File: config.mk
export PLATFORM = sky130hd
export DESIGN_NAME = rtttl_player_ctrl
export DESIGN_NICKNAME = d
export VERILOG_FILES = /design/src/rtl/rtttl_player_ctrl.sv
export SDC_FILE = /design/constraint.sdc
export NUM_CORES = 1
export LEC_CHECK = 0
export ABC_AREA = 1
export CAP_MARGIN = 20
export CORE_MARGIN = 2
export CORE_UTILIZATION = 54
export CTS_CLUSTER_SIZE = 30
export DETAILED_ROUTE_END_ITERATION = 10
export GPL_TIMING_DRIVEN = 0
export PLACE_DENSITY = 0.8
export SLEW_MARGIN = 10
export SYNTH_ARGS = -nofsm -noshare
export SYNTH_HDL_FRONTEND = slang
export SYNTH_SLANG_ARGS = --single-unit
export TNS_END_PERCENT = 10
File: constraint.sdc
create_clock -name clk_i -period 1.9 [get_ports clk_i]
set_clock_uncertainty 0.1 [all_clocks]
set_input_delay 0.285 -clock clk_i [delete_from_list [all_inputs] [get_ports clk_i]]
set_output_delay 0.285 -clock clk_i [all_outputs]
set_load 0.1 [all_outputs]
File: src/rtl/rtttl_player_ctrl.sv
// RTTTL playback controller: owns tempo timing, pulls note events from the
// sequencer over a valid/ready handshake, holds each note for its duration and
// handles play/pause/stop/loop commands.
//
// Optional articulation gap: define RTTTL_PLAYER_GAP_EN to silence the last
// GAP_TICKS ticks of every note longer than GAP_TICKS.
//
// Ports:
//   clk_i, rst_i       clock, synchronous active-high reset
//   cmd_play_i         pulse: start from idle / resume from pause
//   cmd_pause_i        pulse: pause playback
//   cmd_stop_i         pulse: abort to idle (also rewinds the source)
//   loop_en_i          rewind and continue when the end marker is fetched
//   tick_div_i         cycles per 1/64-note tick minus 1 (0 acts as 1)
//   ev_valid_i/ev_ready_o   event handshake; ready only while fetching
//   ev_octave_i, ev_note_i, ev_dur_i   event fields (dur 0 = end of song)
//   src_restart_o      same-cycle pulse telling the source to rewind
//   octave_o, note_o   tone generator drive (note 0 = silent)
//   busy_o             high whenever not idle
//   done_o             one-cycle pulse, coincident with the first idle cycle
//                      after an end marker seen with loop_en_i low
`timescale 1ns/1ps
module rtttl_player_ctrl #(
  parameter int unsigned DIV_W     = 16,
  parameter int unsigned DUR_W     = 7,
  parameter int unsigned GAP_TICKS = 1
) (
  input  logic             clk_i,
  input  logic             rst_i,
  input  logic             cmd_play_i,
  input  logic             cmd_pause_i,
  input  logic             cmd_stop_i,
  input  logic             loop_en_i,
  input  logic [DIV_W-1:0] tick_div_i,
  input  logic             ev_valid_i,
  output logic             ev_ready_o,
  input  logic [3:0]       ev_octave_i,
  input  logic [3:0]       ev_note_i,
  input  logic [DUR_W-1:0] ev_dur_i,
  output logic             src_restart_o,
  output logic [3:0]       octave_o,
  output logic [3:0]       note_o,
  output logic             busy_o,
  output logic             done_o
);

`ifdef RTTTL_PLAYER_GAP_EN
  localparam bit GapEn = 1'b1;
`else
  localparam bit GapEn = 1'b0;
`endif
  localparam logic [DUR_W-1:0] GapTicks = DUR_W'(GAP_TICKS);

  typedef enum logic [2:0] {
    StIdle  = 3'd0,
    StFetch = 3'd1,
    StNote  = 3'd2,
    StGap   = 3'd3,
    StPause = 3'd4
  } state_e;

  state_e             state_q, state_d, saved_q, saved_d;
  logic [DIV_W-1:0]   cnt_q, cnt_d, div_q, div_d, eff_div;
  logic [DUR_W-1:0]   rem_q, rem_d, rem_dec;
  logic [3:0]         oct_q, oct_d, note_q, note_d;
  logic               gap_ok_q, gap_ok_d, done_q, done_d;

  assign eff_div = (tick_div_i == '0) ? DIV_W'(1) : tick_div_i;
  // Saturating decrement so remaining can never wrap.
  assign rem_dec = (rem_q != '0) ? rem_q - DUR_W'(1) : '0;

  always_comb begin
    state_d       = state_q;
    saved_d       = saved_q;
    cnt_d         = cnt_q;
    rem_d         = rem_q;
    div_d         = div_q;
    oct_d         = oct_q;
    note_d        = note_q;
    gap_ok_d      = gap_ok_q;
    done_d        = 1'b0;
    src_restart_o = 1'b0;
    ev_ready_o    = 1'b0;

    if (cmd_stop_i) begin
      state_d       = StIdle;
      cnt_d         = '0;
      rem_d         = '0;
      src_restart_o = 1'b1;
    end else if (cmd_pause_i &&
                 (state_q == StFetch || state_q == StNote || state_q == StGap)) begin
      // Counter and remaining stay frozen while paused.
      saved_d = state_q;
      state_d = StPause;
    end else begin
      unique case (state_q)
        StIdle: begin
          if (cmd_play_i) begin
            div_d         = eff_div;
            src_restart_o = 1'b1;
            state_d       = StFetch;
          end
        end
        StPause: begin
          if (cmd_play_i) state_d = saved_q;
        end
        StFetch: begin
          // Only reached without stop/pause, so an accepted event is never lost.
          ev_ready_o = 1'b1;
          if (ev_valid_i) begin
            if (ev_dur_i != '0) begin
              oct_d    = ev_octave_i;
              note_d   = ev_note_i;
              rem_d    = ev_dur_i;
              cnt_d    = '0;
              gap_ok_d = (ev_dur_i > GapTicks);
              state_d  = StNote;
            end else if (loop_en_i) begin
              src_restart_o = 1'b1;
            end else begin
              done_d  = 1'b1;
              state_d = StIdle;
            end
          end
        end
        StNote, StGap: begin
          if (cnt_q == div_q) begin
            cnt_d = '0;
            rem_d = rem_dec;
            if (rem_dec == '0) begin
              state_d = StFetch;
            end else if (GapEn && state_q == StNote && gap_ok_q && rem_dec == GapTicks) begin
              state_d = StGap;
            end
          end else begin
            cnt_d = cnt_q + DIV_W'(1);
          end
        end
        default: state_d = StIdle;
      endcase
    end
  end

  always_ff @(posedge clk_i) begin
    if (rst_i) begin
      state_q  <= StIdle;
      saved_q  <= StIdle;
      cnt_q    <= '0;
      rem_q    <= '0;
      div_q    <= DIV_W'(1);
      oct_q    <= '0;
      note_q   <= '0;
      gap_ok_q <= 1'b0;
      done_q   <= 1'b0;
    end else begin
      state_q  <= state_d;
      saved_q  <= saved_d;
      cnt_q    <= cnt_d;
      rem_q    <= rem_d;
      div_q    <= div_d;
      oct_q    <= oct_d;
      note_q   <= note_d;
      gap_ok_q <= gap_ok_d;
      done_q   <= done_d;
    end
  end

  // Octave is held through the gap so the tone generator sees only a note-off.
  always_comb begin
    octave_o = (state_q == StNote || state_q == StGap) ? oct_q : 4'd0;
    note_o   = (state_q == StNote) ? note_q : 4'd0;
    busy_o   = (state_q != StIdle);
    done_o   = done_q;
  end

endmodule

# After elaboration in Yosys (flattened, before gate mapping)
# Cells that the tools add are included.
[totals]
ff_bits = 54
in_bits = 38
output_inout_bits = 12
wordCells = 87
[classes]
n_addsub = 2
eq_ne = 18
n_mux = 32
bitwise_logic = 4
n_reduce_logical = 22
[op_table]
columns = ["op", "count"]
rows = [
  ["$mux W16", 4],
  ["$pmux W16 S2", 1],
  ["$mux W7", 4],
  ["$mux W3", 8],
  ["$add A16 B1 Y16 const B", 1],
  ["$eq A16 B16 Y1", 1],
  ["$logic_not A16 Y1", 1],
  ["$pmux W7 S2", 1],
  ["$reduce_bool A7 Y1", 2],
  ["$ne A3 B3 Y1 const B", 4],
  ["$pmux W3 S4", 1],
  ["$reduce_and A6 Y1", 2],
  ["$mux W1", 10],
  ["$ne A2 B2 Y1 const B", 5],
  ["$reduce_and A5 Y1", 2],
  ["$mux W4", 2],
  ["$reduce_and A4 Y1", 2],
  ["$logic_not A7 Y1", 1],
  ["$sub A7 B1 Y7 const B", 1],
  ["$eq A3 B2 Y1 const B", 2],
  ["$ne A3 B2 Y1 const B", 2],
  ["$reduce_or A6 Y1", 1],
  ["$ne A4 B2 Y1 const B", 1],
  ["$not A1 Y1", 4],
  ["12 further kinds", 15],
]

# Longest topological paths before layout
[depth]
depth_word = 7
mapped_depth = 13
ltp_nobuf = 13

# Least setup slack after synthesis
# OpenSTA, ideal clock, no wires.
[synth_path]
path_kind = "register to output"
from = "reg state_q[1]"
to = "out note_o[0]"
t_arrival_ns = 2.316
t_required_ns = 1.515
slack_ns = -0.801
stages_incl_launch_ff = 6
path_buffers = 1
path_cell_list = "dfxtp_1 -> inv_1 -> nor2_2 -> buf_2 -> nand2_1 -> nor2_1"
[synth_via]
elab_chain_cells = 2
[synth_lines]
columns = ["item", "line", "rtl"]
rows = [
  ["from (decl)", "62", "state_e state_q, state_d, saved_q, saved_d;"],
  ["from (signal assigned)", "146", "state_q <= StIdle;"],
  ["from (signal assigned)", "156", "state_q <= state_d;"],
  ["$eq A3 B2 Y1", "171", "note_o = (state_q == StNote) ? note_q : 4'd0;"],
  ["$mux W4", "171", ""],
  ["to (decl)", "42", "output logic [3:0] note_o,"],
]
# No other way between the ends.

# Final worst setup path
[layout_path]
from = "reg state_q[0]"
to = "out src_restart_o"
[layout_via]
elab_chain_cells = 6
word_cells_on_any_way = 10
cone_classes = "3 x eq/ne; 3 x mux; 4 x reduce/logical"
[layout_lines]
columns = ["item", "line", "rtl"]
rows = [
  ["$eq A3 B1 Y1 / $eq A3 B2 Y1 (equally long branches)", "91, 96", ""],
  ["$logic_or A1 B1 Y1 (2 in series)", "91", "(state_q == StFetch || state_q == StNote || state_q == StGap)) begin"],
  ["$logic_and A1 B1 Y1", "90", "end else if (cmd_pause_i &&"],
  ["$mux W1 *", "90", ""],
  ["$mux W1 *", "85", "if (cmd_stop_i) begin"],
  ["to (decl)", "40", "output logic src_restart_o,"],
]
# Mark *: on every way between the ends. The rest lies on a longest branch, timed or not.

==> run summary <==
TritonCTS built the clock tree. The logs give 0.00180 W for the internal power of the cells and 3,317 for the vias after detailed routing. The fraction of layout instances using a drive strength above 1 was 20.1%; the total routed wirelength was 8.33 mm. The tools report the cell chosen for the clock root as clkbuf_8.

The worst register-to-register path begins at state_q[0]. The number of placed cells counting well taps is 605. The flow ran to the end, but the final reports show violations. The number of hold buffers added after CTS was 0. The run gives 2,982 as the via count of the first global-routing pass. After detailed routing, the average wire length per cell comes to 13.3 um. Once the floorplan was initialized, standard cells occupied 56.3% of the core.

The share of synthesized area in the top cell type comes to 34.7%. After synthesis the cells add up to 3120 um2. Once layout is complete, the utilization of the core stands at 74.9%. For this run, the detailed router's first-pass iteration total came to 5.

Tracing the worst setup path back leads to its startpoint at state_q[0]. In this run the vertical extent of the chip is 80.0 um. The run gives 1.51 ns as the required time of the critical path. The number of synthesized flops with an enable pin is 0, and the yosys synthesis warning count is 0. The total half-perimeter wirelength after legalization and detailed placement is 5.87 mm. The total global-route track usage was 25.7%.

In the layout the commonest cells are nand2_1, inv_1, nor2_1. The number of DRC violations after detailed-routing iteration 0 was 274; the number of antenna violations at the first check in global routing was 0. In this run the deepest clock path goes through 2 buffers.

The number of fillers in the final layout is 452. The clock period minus worst slack works out to 2.09 ns. Measured against its own limit, the worst slew margin works out to 37.2%. The clock drives 54 sinks. Placer congestion estimate: 0.873. At the end of the flow, the number of nets in the layout was 593. The via density per instance came out at 5.31. The power density relative to cell area was 646 nW/um2; the data arrival time of the critical path was 1.70 ns. The first global-routing pass estimated 13.0 mm of wire. For the number of remaining DRC errors, the log shows 0. Part of the power in registers: 45.1%. In this run the tool buffered the top-level ports with 48 buffer cells.

Counting every net in the synthesized netlist gives 526. The slew at the pin with the worst max-slew slack came out at 0.946 ns. The max-slew violation count is 0. A synthesized cell averages 6.43 um2. The worst voltage drop across the vdd grid is 448 uV.

Setup repair after global routing could not meet its margin everywhere. The area growth from synthesis to layout is 33.0%. The path category of the worst min-delay check is primary input to flip-flop. During I/O placement, the number of pins put on the boundary was 50. The proportion of synthesized chip area in sequential cells came out at 34.7%. The library cell used most frequently in the layout, excluding fill and tap cells, is nand2_1. After floorplanning, the core was sized to cover 5540 um2.

dfxtp_1 takes more of the synthesized area than any other cell. The number of cells on the worst reg-to-reg path is 12. Hold timing on the final database bottoms out at a slack of 0.241 ns. At the later pin of the worst-skew pair, clock insertion delay measures 0.32 ns. Counting flops with an async set or reset pin after synthesis yields a share of 0%. For the final routed database, the setup TNS stands at -0.678 ns.

Combinational logic burns 27.3% of the power. The CTS buffer count was 5. Timing would allow up to 479 MHz. The count of cells in the finished layout, fillers not included, comes to 625. The maximum number of pins on one net before global-route repair is 17, and the number of routed nets with antenna violations is 0.

Number of hold violations in the final report: 0. Along the worst hold path, the cell count comes to 2. Startpoint of the most critical hold path: rst_i.

The checks that failed: setup timing. The maximum net fanout on the critical path is 4. Across the run, the number of max-cap violations was 0. For this design the total switching power over the nets is 0.000880 W. The switching part of the total came out at 32.9%. The least setup slack across all paths after layout was -0.188 ns. In this run the number of H-tree levels came out at 2.

The worst setup path is captured at an output pin. For this run, the leading register cell type out of synthesis is dfxtp_1. The period utilization is 110%. For the number of cell rows, the log shows 27. The die is 80.0 um wide. Summed over all cells, the static leakage comes to 1.69 nW. By area the synthesized netlist is led by dfxtp_1, nand2_1, inv_1. The clock network fraction of total power came out at 27.6%. The clock-pin transition on the worst setup and hold timing paths was 0.10 ns; the number of inserted diodes was 0. Synthesis produced a netlist whose cell count is 485.

Sort of element at the start of the critical path: a flip-flop. The netlist uses 35 different library cells. The floorplan step defined a die boundary enclosing 6400 um2.

The residual overflow from global routing was 0. By startpoint and endpoint, the worst setup path is classified as flip-flop to output pin. Setup violations remaining at the end of the flow were counted as 13. The number of flip-flops and latches in the synthesized netlist came out at 54.
-- state kept, by name, indices dropped and copies added (netlist names) --
name,flops
done_o,1
cnt_q,16
oct_q,4
rem_q,7
note_q,4
div_q,16
saved_q,3
state_q,3
-- Yosys cell counts, types with 2 or more instances --
cell type  count
a21oi_1       34
a21oi_2        2
a22oi_1        5
a31oi_1        2
buf_6          5
clkbuf_1       3
dfxtp_1       54
ha_1           3
inv_1         75
inv_2          2
nand2_1      138
nand2_2        2
nand2_4        5
nand3_1       28
nand4_1        9
nor2_1        58
nor2_2         3
nor3_1         7
nor3_2         3
nor3b_1        2
nor4_1         6
o211ai_1       4
o21ai_0       17
xor2_1         7
-- area by class of cell --
type / count / area [um2] / area share (%)
Sequential cell: 54 / 1100 / 26.6
Multi-Input combinational cell: 344 / 1810 / 43.5
Inverter: 78 / 312 / 7.51
Tap cell: 72 / 90.1 / 2.17
Timing Repair Buffer: 60 / 654 / 15.8
Buffer: 9 / 78.8 / 1.90
Clock buffer: 7 / 96.3 / 2.32
Clock inverter: 1 / 8.76 / 0.211
-- critical path: stages, from the launching register on --
cell and delay [ns]:
dfxtp_4 0.38, inv_4 0.07, nand2_4 0.06, nor2_4 0.13, clkinvlp_4 0.13, nor2_2 0.13
inv_2 0.07, o21ai_2 0.07, nand2_2 0.11, nand2_8 0.07, buf_12 0.16
-- kinds of logic after synthesis --
group | synth area share (%)
compound gates | 12.2
xor+xnor | 1.97
fa+ha+maj | 1.20
buf+inv | 11.9
flops | 34.7
simple gates | 38.1
-- per-stage QoR --
stage / setup WS (ns) / cell area (um2) / power (W)
after global placement: -1.21 / 3770 / 0.00185
after CTS: -0.226 / 3920 / 0.00260
after global routing: -0.246 / 4150 / 0.00280
after floorplan: -0.181 / 3200 / 0.00168
final: -0.188 / 4150 / 0.00268
after detailed placement: -1.21 / 3770 / 0.00187
-- worst paths after layout --
check	to	slack [ns]
worst max-delay path	src_restart_o	-0.19
worst min-delay path	div_q[2]	0.24
worst max register to register	div_q[10]	-0.05
worst min register to register	saved_q[0]	0.38
-- what timing repair did --
item                                    CTS  global route
hold endpoints to repair                  0             0
endpoints found under the setup margin   23            45
pin swaps                                 3            11
gates resized for setup                  83            57
setup buffers                             2            10
-- power groups by stage --
stage                     sequential, W  clock (W)  combinational (W)
after global routing            0.00121   0.000787           0.000804
after global placement          0.00123          0           0.000624
after CTS                       0.00121   0.000743           0.000651
final                           0.00121   0.000739           0.000731
after floorplan                 0.00122          0           0.000453
after detailed placement        0.00123          0           0.000635
-- routing by layer --
| layer | vias up | part of all wire (%) | GRT usage, % |
|---|---|---|---|
| li1 | 1678 | - | - |
| met1 | 1525 | 45 | 33.4 |
| met2 | 98 | 48 | 43.0 |
| met3 | 16 | 5.1 | 5.20 |
| met4 | 0 | 2.0 | 7.12 |
| met5 | - | 0 | 0 |
(Power assumes the default switching activity.)
